<file path="src/rtl/pipeline_hazard_ctrl_pkg.sv">
// Shared types and constants for the pipeline hazard controller.
// Latency: n/a (declarations only).
// Backpressure: n/a.
package pipeline_ctrl_pkg;

    typedef enum logic [1:0] {
        INIT   = 2'd0,
        RUN    = 2'd1,
        MDBUSY = 2'd2
    } ctrl_state_t;

    typedef logic [4:0] reg_addr_t;
    typedef logic [1:0] fwd_sel_t;

    localparam fwd_sel_t FWD_RF = 2'b00;
    localparam fwd_sel_t FWD_W  = 2'b01;
    localparam fwd_sel_t FWD_M  = 2'b10;

    // x0 is hardwired to zero, so it never creates a dependency.
    function automatic logic addr_match(input reg_addr_t rd, input reg_addr_t rs);
        return (rd != 5'd0) && (rd == rs);
    endfunction

endpackage

</file>
<file path="src/rtl/pipeline_hazard_ctrl_if.sv">
// Bundle of pipeline-side hazard inputs and controller outputs.
// Latency: n/a (wires only).
// Backpressure: n/a; stalls are expressed through the stall/flush outputs.
// Ports: master = pipeline datapath (drives register addresses and op flags),
//        slave  = hazard controller (drives stall/flush/forward/done/counters).
interface pipeline_hazard_ctrl_if #(
    parameter int CNT_WIDTH = 32
);
    import pipeline_ctrl_pkg::*;

    reg_addr_t rs1D, rs2D, rs1E, rs2E, rdE, rdM, rdW;
    logic      loadE, regWriteM, regWriteW, pcSrcE, mdStartE;

    logic      stallF, stallD, stallE;
    logic      flushD, flushE, flushM;
    fwd_sel_t  forwardAE, forwardBE;
    logic      mdDoneE;
    logic [CNT_WIDTH-1:0] stallCycles, redirectCount;

    modport master (
        output rs1D, rs2D, rs1E, rs2E, rdE, rdM, rdW,
        output loadE, regWriteM, regWriteW, pcSrcE, mdStartE,
        input  stallF, stallD, stallE, flushD, flushE, flushM,
        input  forwardAE, forwardBE, mdDoneE, stallCycles, redirectCount
    );

    modport slave (
        input  rs1D, rs2D, rs1E, rs2E, rdE, rdM, rdW,
        input  loadE, regWriteM, regWriteW, pcSrcE, mdStartE,
        output stallF, stallD, stallE, flushD, flushE, flushM,
        output forwardAE, forwardBE, mdDoneE, stallCycles, redirectCount
    );

endinterface

</file>
<file path="src/rtl/pipeline_hazard_ctrl_forward.sv">
// Operand bypass select for the two E-stage source operands.
// Latency: combinational.
// Backpressure: none.
// Ports: rs1E/rs2E sources in E, rdM/rdW + write enables of M/W -> forwardAE/forwardBE.
module hazard_forward_unit
    import pipeline_ctrl_pkg::*;
(
    input  reg_addr_t rs1E,
    input  reg_addr_t rs2E,
    input  reg_addr_t rdM,
    input  reg_addr_t rdW,
    input  logic      regWriteM,
    input  logic      regWriteW,
    output fwd_sel_t  forwardAE,
    output fwd_sel_t  forwardBE
);

    // M holds the younger result, so it wins over W.
    function automatic fwd_sel_t fwd_sel(input reg_addr_t rs, input reg_addr_t rd_m,
                                         input logic wr_m, input reg_addr_t rd_w,
                                         input logic wr_w);
        if (wr_m && addr_match(rd_m, rs)) return FWD_M;
        if (wr_w && addr_match(rd_w, rs)) return FWD_W;
        return FWD_RF;
    endfunction

    assign forwardAE = fwd_sel(rs1E, rdM, regWriteM, rdW, regWriteW);
    assign forwardBE = fwd_sel(rs2E, rdM, regWriteM, rdW, regWriteW);

endmodule

</file>
<file path="src/rtl/pipeline_hazard_ctrl.sv">
// Stall/flush/forward controller for the 5-stage pipeline with post-reset purge and mul/div sequencing.
// Latency: stall/flush/forward outputs are combinational; counters update on the following edge.
// Backpressure: holds F/D/E via stall outputs during load-use, mul/div and purge; no input handshake.
// Ports: clk, reset (sync, active-high); hz = slave side of pipeline_hazard_ctrl_if.
module pipeline_hazard_ctrl
    import pipeline_ctrl_pkg::*;
#(
    parameter int MD_LATENCY  = 4,
    parameter int INIT_CYCLES = 2,
    parameter int CNT_WIDTH   = 32
) (
    input  logic                    clk,
    input  logic                    reset,
    pipeline_hazard_ctrl_if.slave   hz
);

    ctrl_state_t          state;
    logic [3:0]           initCnt;
    logic [3:0]           mdCnt;
    logic [CNT_WIDTH-1:0] stallCnt;
    logic [CNT_WIDTH-1:0] redirCnt;

    logic lwStall;
    logic stallF, stallD, stallE, flushD, flushE, flushM, mdDoneE;
    logic stallInc, redirInc;

    assign lwStall = hz.loadE && (addr_match(hz.rdE, hz.rs1D) || addr_match(hz.rdE, hz.rs2D));

    always_comb begin
        stallF  = 1'b0;
        stallD  = 1'b0;
        stallE  = 1'b0;
        flushD  = 1'b0;
        flushE  = 1'b0;
        flushM  = 1'b0;
        mdDoneE = 1'b0;
        case (state)
            INIT: begin
                stallF = 1'b1;
                flushD = 1'b1;
                flushE = 1'b1;
                flushM = 1'b1;
            end
            RUN: begin
                // mul/div start beats a redirect; a redirect beats load-use
                // since the dependent instruction is being squashed anyway.
                if (hz.mdStartE) begin
                    stallF = 1'b1;
                    stallD = 1'b1;
                    stallE = 1'b1;
                    flushM = 1'b1;
                end else if (hz.pcSrcE) begin
                    flushD = 1'b1;
                    flushE = 1'b1;
                end else if (lwStall) begin
                    stallF = 1'b1;
                    stallD = 1'b1;
                    flushE = 1'b1;
                end
            end
            MDBUSY: begin
                if (mdCnt != 4'd0) begin
                    stallF = 1'b1;
                    stallD = 1'b1;
                    stallE = 1'b1;
                    flushM = 1'b1;
                end else begin
                    mdDoneE = 1'b1;
                end
            end
            default: ;
        endcase
    end

    assign stallInc = (state != INIT) && stallF;
    assign redirInc = (state == RUN) && !hz.mdStartE && hz.pcSrcE;

    always_ff @(posedge clk) begin
        if (reset) begin
            state    <= INIT;
            initCnt  <= 4'(INIT_CYCLES - 1);
            mdCnt    <= 4'd0;
            stallCnt <= '0;
            redirCnt <= '0;
        end else begin
            case (state)
                INIT: begin
                    if (initCnt == 4'd0) state <= RUN;
                    else                 initCnt <= initCnt - 4'd1;
                end
                RUN: begin
                    // Start cycle counts as the first of MD_LATENCY cycles in E,
                    // and the done cycle is the last, hence the -2.
                    if (hz.mdStartE) begin
                        mdCnt <= 4'(MD_LATENCY - 2);
                        state <= MDBUSY;
                    end
                end
                MDBUSY: begin
                    if (mdCnt != 4'd0) mdCnt <= mdCnt - 4'd1;
                    else               state <= RUN;
                end
                default: state <= INIT;
            endcase

            if (stallInc && (stallCnt != '1)) stallCnt <= stallCnt + 1'b1;
            if (redirInc && (redirCnt != '1)) redirCnt <= redirCnt + 1'b1;
        end
    end

    hazard_forward_unit u_fwd (
        .rs1E      (hz.rs1E),
        .rs2E      (hz.rs2E),
        .rdM       (hz.rdM),
        .rdW       (hz.rdW),
        .regWriteM (hz.regWriteM),
        .regWriteW (hz.regWriteW),
        .forwardAE (hz.forwardAE),
        .forwardBE (hz.forwardBE)
    );

    assign hz.stallF        = stallF;
    assign hz.stallD        = stallD;
    assign hz.stallE        = stallE;
    assign hz.flushD        = flushD;
    assign hz.flushE        = flushE;
    assign hz.flushM        = flushM;
    assign hz.mdDoneE       = mdDoneE;
    assign hz.stallCycles   = stallCnt;
    assign hz.redirectCount = redirCnt;

endmodule

</file>
<file path="src/flat_wrapper.sv">
// flat-port wrapper written by rule: the top's interface ports become plain ports
module pipeline_hazard_ctrl_flat import pipeline_ctrl_pkg::*;
#(
    parameter int MD_LATENCY  = 4,
    parameter int INIT_CYCLES = 2,
    parameter int CNT_WIDTH   = 32
)
  (clk, reset, hz_rs1D, hz_rs2D, hz_rs1E, hz_rs2E, hz_rdE, hz_rdM, hz_rdW, hz_loadE, hz_regWriteM, hz_regWriteW, hz_pcSrcE, hz_mdStartE, hz_stallF, hz_stallD, hz_stallE, hz_flushD, hz_flushE, hz_flushM, hz_forwardAE, hz_forwardBE, hz_mdDoneE, hz_stallCycles, hz_redirectCount);
  pipeline_hazard_ctrl_if #(.CNT_WIDTH(CNT_WIDTH)) hz_i ();
  input  logic clk;
  input  logic reset;
  input wire logic [$bits(hz_i.rs1D)-1:0] hz_rs1D;
  input wire logic [$bits(hz_i.rs2D)-1:0] hz_rs2D;
  input wire logic [$bits(hz_i.rs1E)-1:0] hz_rs1E;
  input wire logic [$bits(hz_i.rs2E)-1:0] hz_rs2E;
  input wire logic [$bits(hz_i.rdE)-1:0] hz_rdE;
  input wire logic [$bits(hz_i.rdM)-1:0] hz_rdM;
  input wire logic [$bits(hz_i.rdW)-1:0] hz_rdW;
  input wire logic [$bits(hz_i.loadE)-1:0] hz_loadE;
  input wire logic [$bits(hz_i.regWriteM)-1:0] hz_regWriteM;
  input wire logic [$bits(hz_i.regWriteW)-1:0] hz_regWriteW;
  input wire logic [$bits(hz_i.pcSrcE)-1:0] hz_pcSrcE;
  input wire logic [$bits(hz_i.mdStartE)-1:0] hz_mdStartE;
  output wire logic [$bits(hz_i.stallF)-1:0] hz_stallF;
  output wire logic [$bits(hz_i.stallD)-1:0] hz_stallD;
  output wire logic [$bits(hz_i.stallE)-1:0] hz_stallE;
  output wire logic [$bits(hz_i.flushD)-1:0] hz_flushD;
  output wire logic [$bits(hz_i.flushE)-1:0] hz_flushE;
  output wire logic [$bits(hz_i.flushM)-1:0] hz_flushM;
  output wire logic [$bits(hz_i.forwardAE)-1:0] hz_forwardAE;
  output wire logic [$bits(hz_i.forwardBE)-1:0] hz_forwardBE;
  output wire logic [$bits(hz_i.mdDoneE)-1:0] hz_mdDoneE;
  output wire logic [$bits(hz_i.stallCycles)-1:0] hz_stallCycles;
  output wire logic [$bits(hz_i.redirectCount)-1:0] hz_redirectCount;
  assign hz_i.rs1D = hz_rs1D;
  assign hz_i.rs2D = hz_rs2D;
  assign hz_i.rs1E = hz_rs1E;
  assign hz_i.rs2E = hz_rs2E;
  assign hz_i.rdE = hz_rdE;
  assign hz_i.rdM = hz_rdM;
  assign hz_i.rdW = hz_rdW;
  assign hz_i.loadE = hz_loadE;
  assign hz_i.regWriteM = hz_regWriteM;
  assign hz_i.regWriteW = hz_regWriteW;
  assign hz_i.pcSrcE = hz_pcSrcE;
  assign hz_i.mdStartE = hz_mdStartE;
  assign hz_stallF = hz_i.stallF;
  assign hz_stallD = hz_i.stallD;
  assign hz_stallE = hz_i.stallE;
  assign hz_flushD = hz_i.flushD;
  assign hz_flushE = hz_i.flushE;
  assign hz_flushM = hz_i.flushM;
  assign hz_forwardAE = hz_i.forwardAE;
  assign hz_forwardBE = hz_i.forwardBE;
  assign hz_mdDoneE = hz_i.mdDoneE;
  assign hz_stallCycles = hz_i.stallCycles;
  assign hz_redirectCount = hz_i.redirectCount;
  pipeline_hazard_ctrl #(.MD_LATENCY(MD_LATENCY), .INIT_CYCLES(INIT_CYCLES), .CNT_WIDTH(CNT_WIDTH)) u_core (.clk(clk), .reset(reset), .hz(hz_i));
endmodule
</file>
<file path="config.mk">
export PLATFORM = sky130hd
export DESIGN_NAME = pipeline_hazard_ctrl_flat
export DESIGN_NICKNAME = d
export VERILOG_FILES = /design/src/rtl/pipeline_hazard_ctrl_pkg.sv /design/src/rtl/pipeline_hazard_ctrl_if.sv /design/src/rtl/pipeline_hazard_ctrl_forward.sv /design/src/rtl/pipeline_hazard_ctrl.sv /design/src/flat_wrapper.sv
export SDC_FILE = /design/constraint.sdc
export NUM_CORES = 1
export LEC_CHECK = 0
export BUFFER_PORTS_ARGS = -buffer_cell sky130_fd_sc_hd__buf_2
export CAP_MARGIN = 20
export CORE_UTILIZATION = 45
export DETAILED_ROUTE_END_ITERATION = 10
export PLACE_DENSITY = 0.7
export SLEW_MARGIN = 10
export SYNTH_ARGS = -nofsm -noshare
export SYNTH_HDL_FRONTEND = slang
export SYNTH_SLANG_ARGS = --single-unit
</file>
<file path="constraint.sdc">
create_clock -name clk -period 2.86 [get_ports clk]
set_clock_uncertainty 0.15 [all_clocks]
set_input_delay 0.286 -clock clk [delete_from_list [all_inputs] [get_ports clk]]
set_output_delay 0.286 -clock clk [all_outputs]
set_load 0.01 [all_outputs]
</file>
# After elaboration in Yosys (flattened, before gate mapping)
# Index checks and enable logic that the tools add are counted.
[word_totals]
ff_bits = 74
inputBits = 42
elab_cells = 91
output_inout_bits = 75
[classes]
mux = 38
reduce_logical = 29
add_sub_neg = 4
n_eq_ne = 14
bitwise = 1
[ops]
columns = ["operator", "n"]
rows = [
  ["$add 32x1->32 const B", 2],
  ["$ne 32x32->1 const B", 2],
  ["$eq 5x5->1", 6],
  ["$mux 2", 11],
  ["$mux 1", 17],
  ["$logic_and 1x1->1", 16],
  ["$reduce_bool 5->1", 3],
  ["$mux 4", 2],
  ["$pmux 1 s2", 4],
  ["$pmux 4 s2", 1],
  ["$sub 4x1->4 const B", 2],
  ["$pmux 1 s3", 2],
  ["$pmux 2 s3", 1],
  ["$reduce_and 3->1", 2],
  ["$logic_not 4->1", 1],
  ["$ne 2x1->1 const B", 2],
  ["$ne 2x2->1 const B", 2],
  ["$reduce_bool 2->1", 2],
  ["$reduce_bool 4->1", 1],
  ["$eq 2x1->1 const B", 1],
  ["$eq 2x2->1 const B", 1],
  ["$logic_not 2->1", 1],
  ["$reduce_and 2->1", 1],
  ["$logic_not 1->1", 1],
  ["other kinds (2)", 2],
]

# Logic depth before layout (Yosys ltp)
[logic_depth]
depth_word = 10
ltp_mapped = 10
mapped_depth_nobuf = 8

# Modules after synthesis
# From an unflattened synthesis, not the netlist that was laid out.
[unflattened]
hier_cells = 522
area_unflattened_um2 = 4310.4
[modules_own_cells]
columns = ["mod", "seq_area_each_um2", "area_each_um2", "instances", "cells_per_inst"]
rows = [
  ["pipeline_hazard_ctrl", 1481.4, 4052.6, 1, 488],
  ["hazard_forward_unit", 0.0, 257.7, 1, 34],
]

# Least setup slack after synthesis
# OpenSTA, ideal clock, no wires.
[synth_path]
path_kind = "register to register"
startpoint = "reg u_core.redirCnt[0], in the netlist u_core.hz.redirectCount[0]"
endpoint = "reg u_core.redirCnt[17], in the netlist u_core.hz.redirectCount[17]"
period_less_slack_ps = 2379
arrival_time_ps = 2102
path_slack_ps = 481
path_buffers = 1
t_required_ps = 2582
path_stages_with_launch = 9
setup_time_ps = 128
path_cell_list = "dfxtp_1 -> ha_1 -> nand4_1 -> or3_2 -> nor4_1 -> buf_2 -> nor3_1 -> xnor2_1 -> nor2_1"
[synth_between]
elab_chain_len = 2
elab_cells_between_ends = 3
cone_classes = "1 x add/sub; 1 x eq/ne; 1 x reduce/logical"
[synth_lines]
columns = ["item", "line_no", "source"]
rows = [
  ["from (decl)", "pipeline_hazard_ctrl.sv:21", "logic [CNT_WIDTH-1:0] redirCnt;"],
  ["from (signal assigned)", "pipeline_hazard_ctrl.sv:107", "if (redirInc && (redirCnt != '1)) redirCnt <= redirCnt + 1'b1;"],
  ["parallel branches: the longest is 2 deep, another holds $add 32x1->32", "n/a", ""],
]
# Parallel ways; which one is timed is not known.
# A chain may end at the register's enable or synchronous reset.

# Worst setup path after layout
[layout_path]
startpoint = "reg u_core.redirCnt[6], in the netlist u_core.hz.redirectCount[6]"
endpoint = "reg u_core.redirCnt[29], in the netlist u_core.hz.redirectCount[29]"
# Same word-level chain as after synthesis.

==> flow_summary.json <==
{
  "run_status": "complete, no violations",
  "total_placed_instance_area_mm2": 0.00503,
  "clk-insertion-delay-late_ns": 0.34,
  "clock_tree.root_cell": "sky130_fd_sc_hd__clkbuf_8",
  "crit_path_end_kind": "register",
  "grt_max_degree": 58,
  "postRouteWirelength_um": 10700,
  "final.period_utilization_pct": 88.7,
  "min_path_type": "in -> reg",
  "critical_path_arrival_ns": 2.61,
  "final_nets": 682,
  "initial_util_pct": 46.5,
  "post_cts_buffers": 0,
  "timing.final.hold_violations": 0,
  "wire_length_of_the_first_global_routing_pass_um": 18100,
  "detailed_place_hpwl_um": 7940,
  "diodes": 0,
  "clockBufferDepth": 2,
  "clkTransAtPathRegs_ns": 0.08,
  "mostFrequentLayoutCell": "sky130_fd_sc_hd__buf_2",
  "yosysWarningCount": 0,
  "mappedNetlistArea_mm2": 0.00432,
  "cellInternalPower_mw": 1.93,
  "report.final.slew_viol_count": 0,
  "maxClockFrequency_mhz": 394,
  "routed-via-count": 4159,
  "critical_path_cell_by_cell": "nand4_2 -> or4_4 -> or3_1 -> nor4_1 -> mux2_2",
  "finalSetupViolCount": 0,
  "timing.critical_path.to": "u_core.hz.redirectCount[29]",
  "postCtsHoldBufs": 0,
  "critical-path-top-delay-family": "simple AND/OR/NAND/NOR gates",
  "worstReg2RegStart": "u_core.hz.redirectCount[6]",
  "antenna_violations_before_repair": 0,
  "route.detailed.vias_per_inst": 5.44,
  "swShare_pct": 34.0,
  "worst_path_largest_cell_delay_ns": 0.55,
  "p_r_area_growth_vs_syn_pct": 21.6,
  "io_buffers": 116,
  "number_of_enable_flip_flop_cells_after_synthesis": 0,
  "syn_area_per_cell_um2": 8.28,
  "cts_buffers": 9,
  "worstHoldPathCells": 3,
  "leftover_overflow_at_the_end_of_global_routing": 0,
  "gr-usage-all-layers_pct": 22.3,
  "first_global_vias": 3842,
  "pwr-share-seq_pct": 39.3,
  "initialDrtViolationCount": 176,
  "synth-seq-cells": 74,
  "die_w_um": 99.9,
  "setup_repair_after_global_routing_missed_its_margin": "no",
  "final_antenna_violating_net_count": 0,
  "die-area_mm2": 0.00999,
  "critical_path.slowest_cell": "sky130_fd_sc_hd__or4_4",
  "clockPowerShare_pct": 29.9,
  "crit_path_start_kind": "register",
  "filler_cell_count": 916,
  "switching_component_of_the_power_mw": 0.997,
  "yosys_most_used_dff": "sky130_fd_sc_hd__dfxtp_1",
  "cp_bufs_invs": 0,
  "worst-slew-pin-transition_ns": 0.745,
  "synth-seq-area-share_pct": 34.3,
  "clock-sinks": 74,
  "type_of_the_worst_setup_path": "reg -> reg",
  "power_mw": 2.93,
  "final_cell_area_mm2": 0.00525,
  "critPathMaxFanout": 6,
  "r2r.worst_path.cells": 5,
  "drt-pass1-iter-count": 4,
  "wl_per_cell_um": 14.0,
  "worst_ep_required_time_ns": 2.93,
  "ir_worst_vdd_mv": 0.360,
  "remaining_drc_errors": 0,
  "post_synth_inst_count": 521,
  "timing.max_cap.violations": 0,
  "tritoncts": "yes",
  "timing.slew.headroom_pct": 50.3,
  "synth.lib_cells_used.distinct": 51,
  "layout.cells.most_common_list": "sky130_fd_sc_hd__buf_2 (116), sky130_fd_sc_hd__dfxtp_1 (74), sky130_fd_sc_hd__nor2_1 (49)",
  "design.portCount": 117,
  "fin_crit_ns": 2.54,
  "pwr_density_cell_mw_per_mm2": 558,
  "syn-num-nets": 572,
  "total_leakage_power_nw": 2.08,
  "die-height_um": 99.9,
  "regToRegSetupSlack_ns": 0.32,
  "routabilityCongestion": 0.976,
  "async_reset_ff_share_pct": 0,
  "critical_path_stages": 5,
  "core_area_mm2": 0.00928,
  "setup-tns-final_ns": 0,
  "drive_above_1_share_pct": 26.4,
  "timing.rr.end": "u_core.hz.redirectCount[29]",
  "number_of_gates_resized_after_cts": 0,
  "comb_power_share_pct": 30.8,
  "critical_path.startpoint": "u_core.hz.redirectCount[6]",
  "clock_tree.htree_level_count": 3,
  "floorplan.rows": 35
}
[metrics by stage]
step	setup WS [ns]	cells	hold WS (ns)	util, %
3_3_place_gp	0.408	749	0.326	54.2
5_1_grt	0.135	765	0.176	56.5
3_5_place_dp	0.390	749	0.331	54.2
4_1_cts	0.125	765	0.104	56.4
2_1_floorplan	0.481	521	0.325	-
6_report	0.324	765	0.139	56.5
[power by group through the flow]
stage                     Combinational (mW)  Sequential [mW]  Clock [mW]
final                                  0.903             1.15       0.875
after global routing                    1.01             1.16       0.945
after CTS                              0.903             1.15       0.903
after detailed placement               0.896             1.17           0
after global placement                 0.877             1.17           0
after floorplan                        0.695             1.17           0
[sequential cells by signal, summed over array words and instances (netlist names)]
register,flops
u_core.hz.redirectCount,32
u_core.hz.stallCycles,32
u_core.initCnt,4
u_core.mdCnt,4
u_core.state,2
[cell type report]
| cell class | count | area, µm² | area share (%) |
|---|---|---|---|
| inverters | 9 | 33.8 | 0.644 |
| well taps | 129 | 161 | 3.08 |
| flip-flops and latches | 74 | 1480 | 28.2 |
| clock inverters | 5 | 78.8 | 1.50 |
| multi-input cells | 411 | 2690 | 51.3 |
| repair buffers | 126 | 668 | 12.7 |
| clock buffers | 11 | 131 | 2.50 |
[synth_stat cells, types with 2 or more instances]
library cell,instances,area [µm²]
sky130_fd_sc_hd__a211oi_1,2,15.0
sky130_fd_sc_hd__a21oi_1,35,175
sky130_fd_sc_hd__a31oi_1,2,12.5
sky130_fd_sc_hd__and2_1,7,43.8
sky130_fd_sc_hd__and3_1,12,75.1
sky130_fd_sc_hd__and4_1,10,87.6
sky130_fd_sc_hd__and4_4,3,33.8
sky130_fd_sc_hd__buf_2,11,55.1
sky130_fd_sc_hd__clkbuf_1,11,41.3
sky130_fd_sc_hd__clkbuf_2,2,10.0
sky130_fd_sc_hd__dfxtp_1,74,1480
sky130_fd_sc_hd__ha_1,9,113
sky130_fd_sc_hd__inv_1,9,33.8
sky130_fd_sc_hd__mux2_2,9,101
sky130_fd_sc_hd__nand2_1,32,120
sky130_fd_sc_hd__nand2b_1,2,12.5
sky130_fd_sc_hd__nand3_1,30,150
sky130_fd_sc_hd__nand4_1,15,93.8
sky130_fd_sc_hd__nor2_1,49,184
sky130_fd_sc_hd__nor2b_1,11,68.8
sky130_fd_sc_hd__nor3_1,21,105
sky130_fd_sc_hd__nor3b_1,5,37.5
sky130_fd_sc_hd__nor4_1,9,56.3
sky130_fd_sc_hd__nor4b_1,2,17.5
sky130_fd_sc_hd__o21ai_0,11,55.1
sky130_fd_sc_hd__o31ai_1,21,158
sky130_fd_sc_hd__or2_2,2,12.5
sky130_fd_sc_hd__or3_1,8,50.1
sky130_fd_sc_hd__or4_1,26,195
sky130_fd_sc_hd__xnor2_1,37,324
sky130_fd_sc_hd__xor2_1,24,210
[layer usage]
| layer | track usage [%] | vias to the layer above | share of wire, % |
|---|---|---|---|
| li1 | - | 2114 | - |
| met1 | 28.9 | 1933 | 46 |
| met2 | 36.6 | 90 | 48 |
| met3 | 5.15 | 22 | 4.0 |
| met4 | 7.24 | 0 | 1.9 |
| met5 | 0 | - | 0 |
[cell families after synthesis]
kind of cell,share of synthesized area (%)
AND/OR/NAND/NOR,33.4
AO/OA/AOI/OAI,11.2
flip-flops,34.3
XOR/XNOR,12.4
buffers and inverters,3.77
multiplexers,2.35
adder cells (fa/ha/maj),2.61
[worst min-delay path, stage by stage]
cell,delay [ns]
sky130_fd_sc_hd__buf_2,0.13
sky130_fd_sc_hd__a21oi_1,0.12
sky130_fd_sc_hd__nor3_1,0.05
[how the worst min path moves through the flow]
stage                              start                        end  slack, ns
3_5_place_dp   u_core.hz.stallCycles[29]  u_core.hz.stallCycles[29]       0.33
5_1_grt                      hz_mdStartE            u_core.state[1]       0.18
2_1_floorplan                hz_mdStartE            u_core.state[1]       0.33
3_3_place_gp   u_core.hz.stallCycles[11]  u_core.hz.stallCycles[11]       0.33
6_report                     hz_mdStartE            u_core.state[1]       0.14
4_1_cts                      hz_mdStartE            u_core.state[1]       0.10
Note: power is estimated with default switching activity, not from simulation.
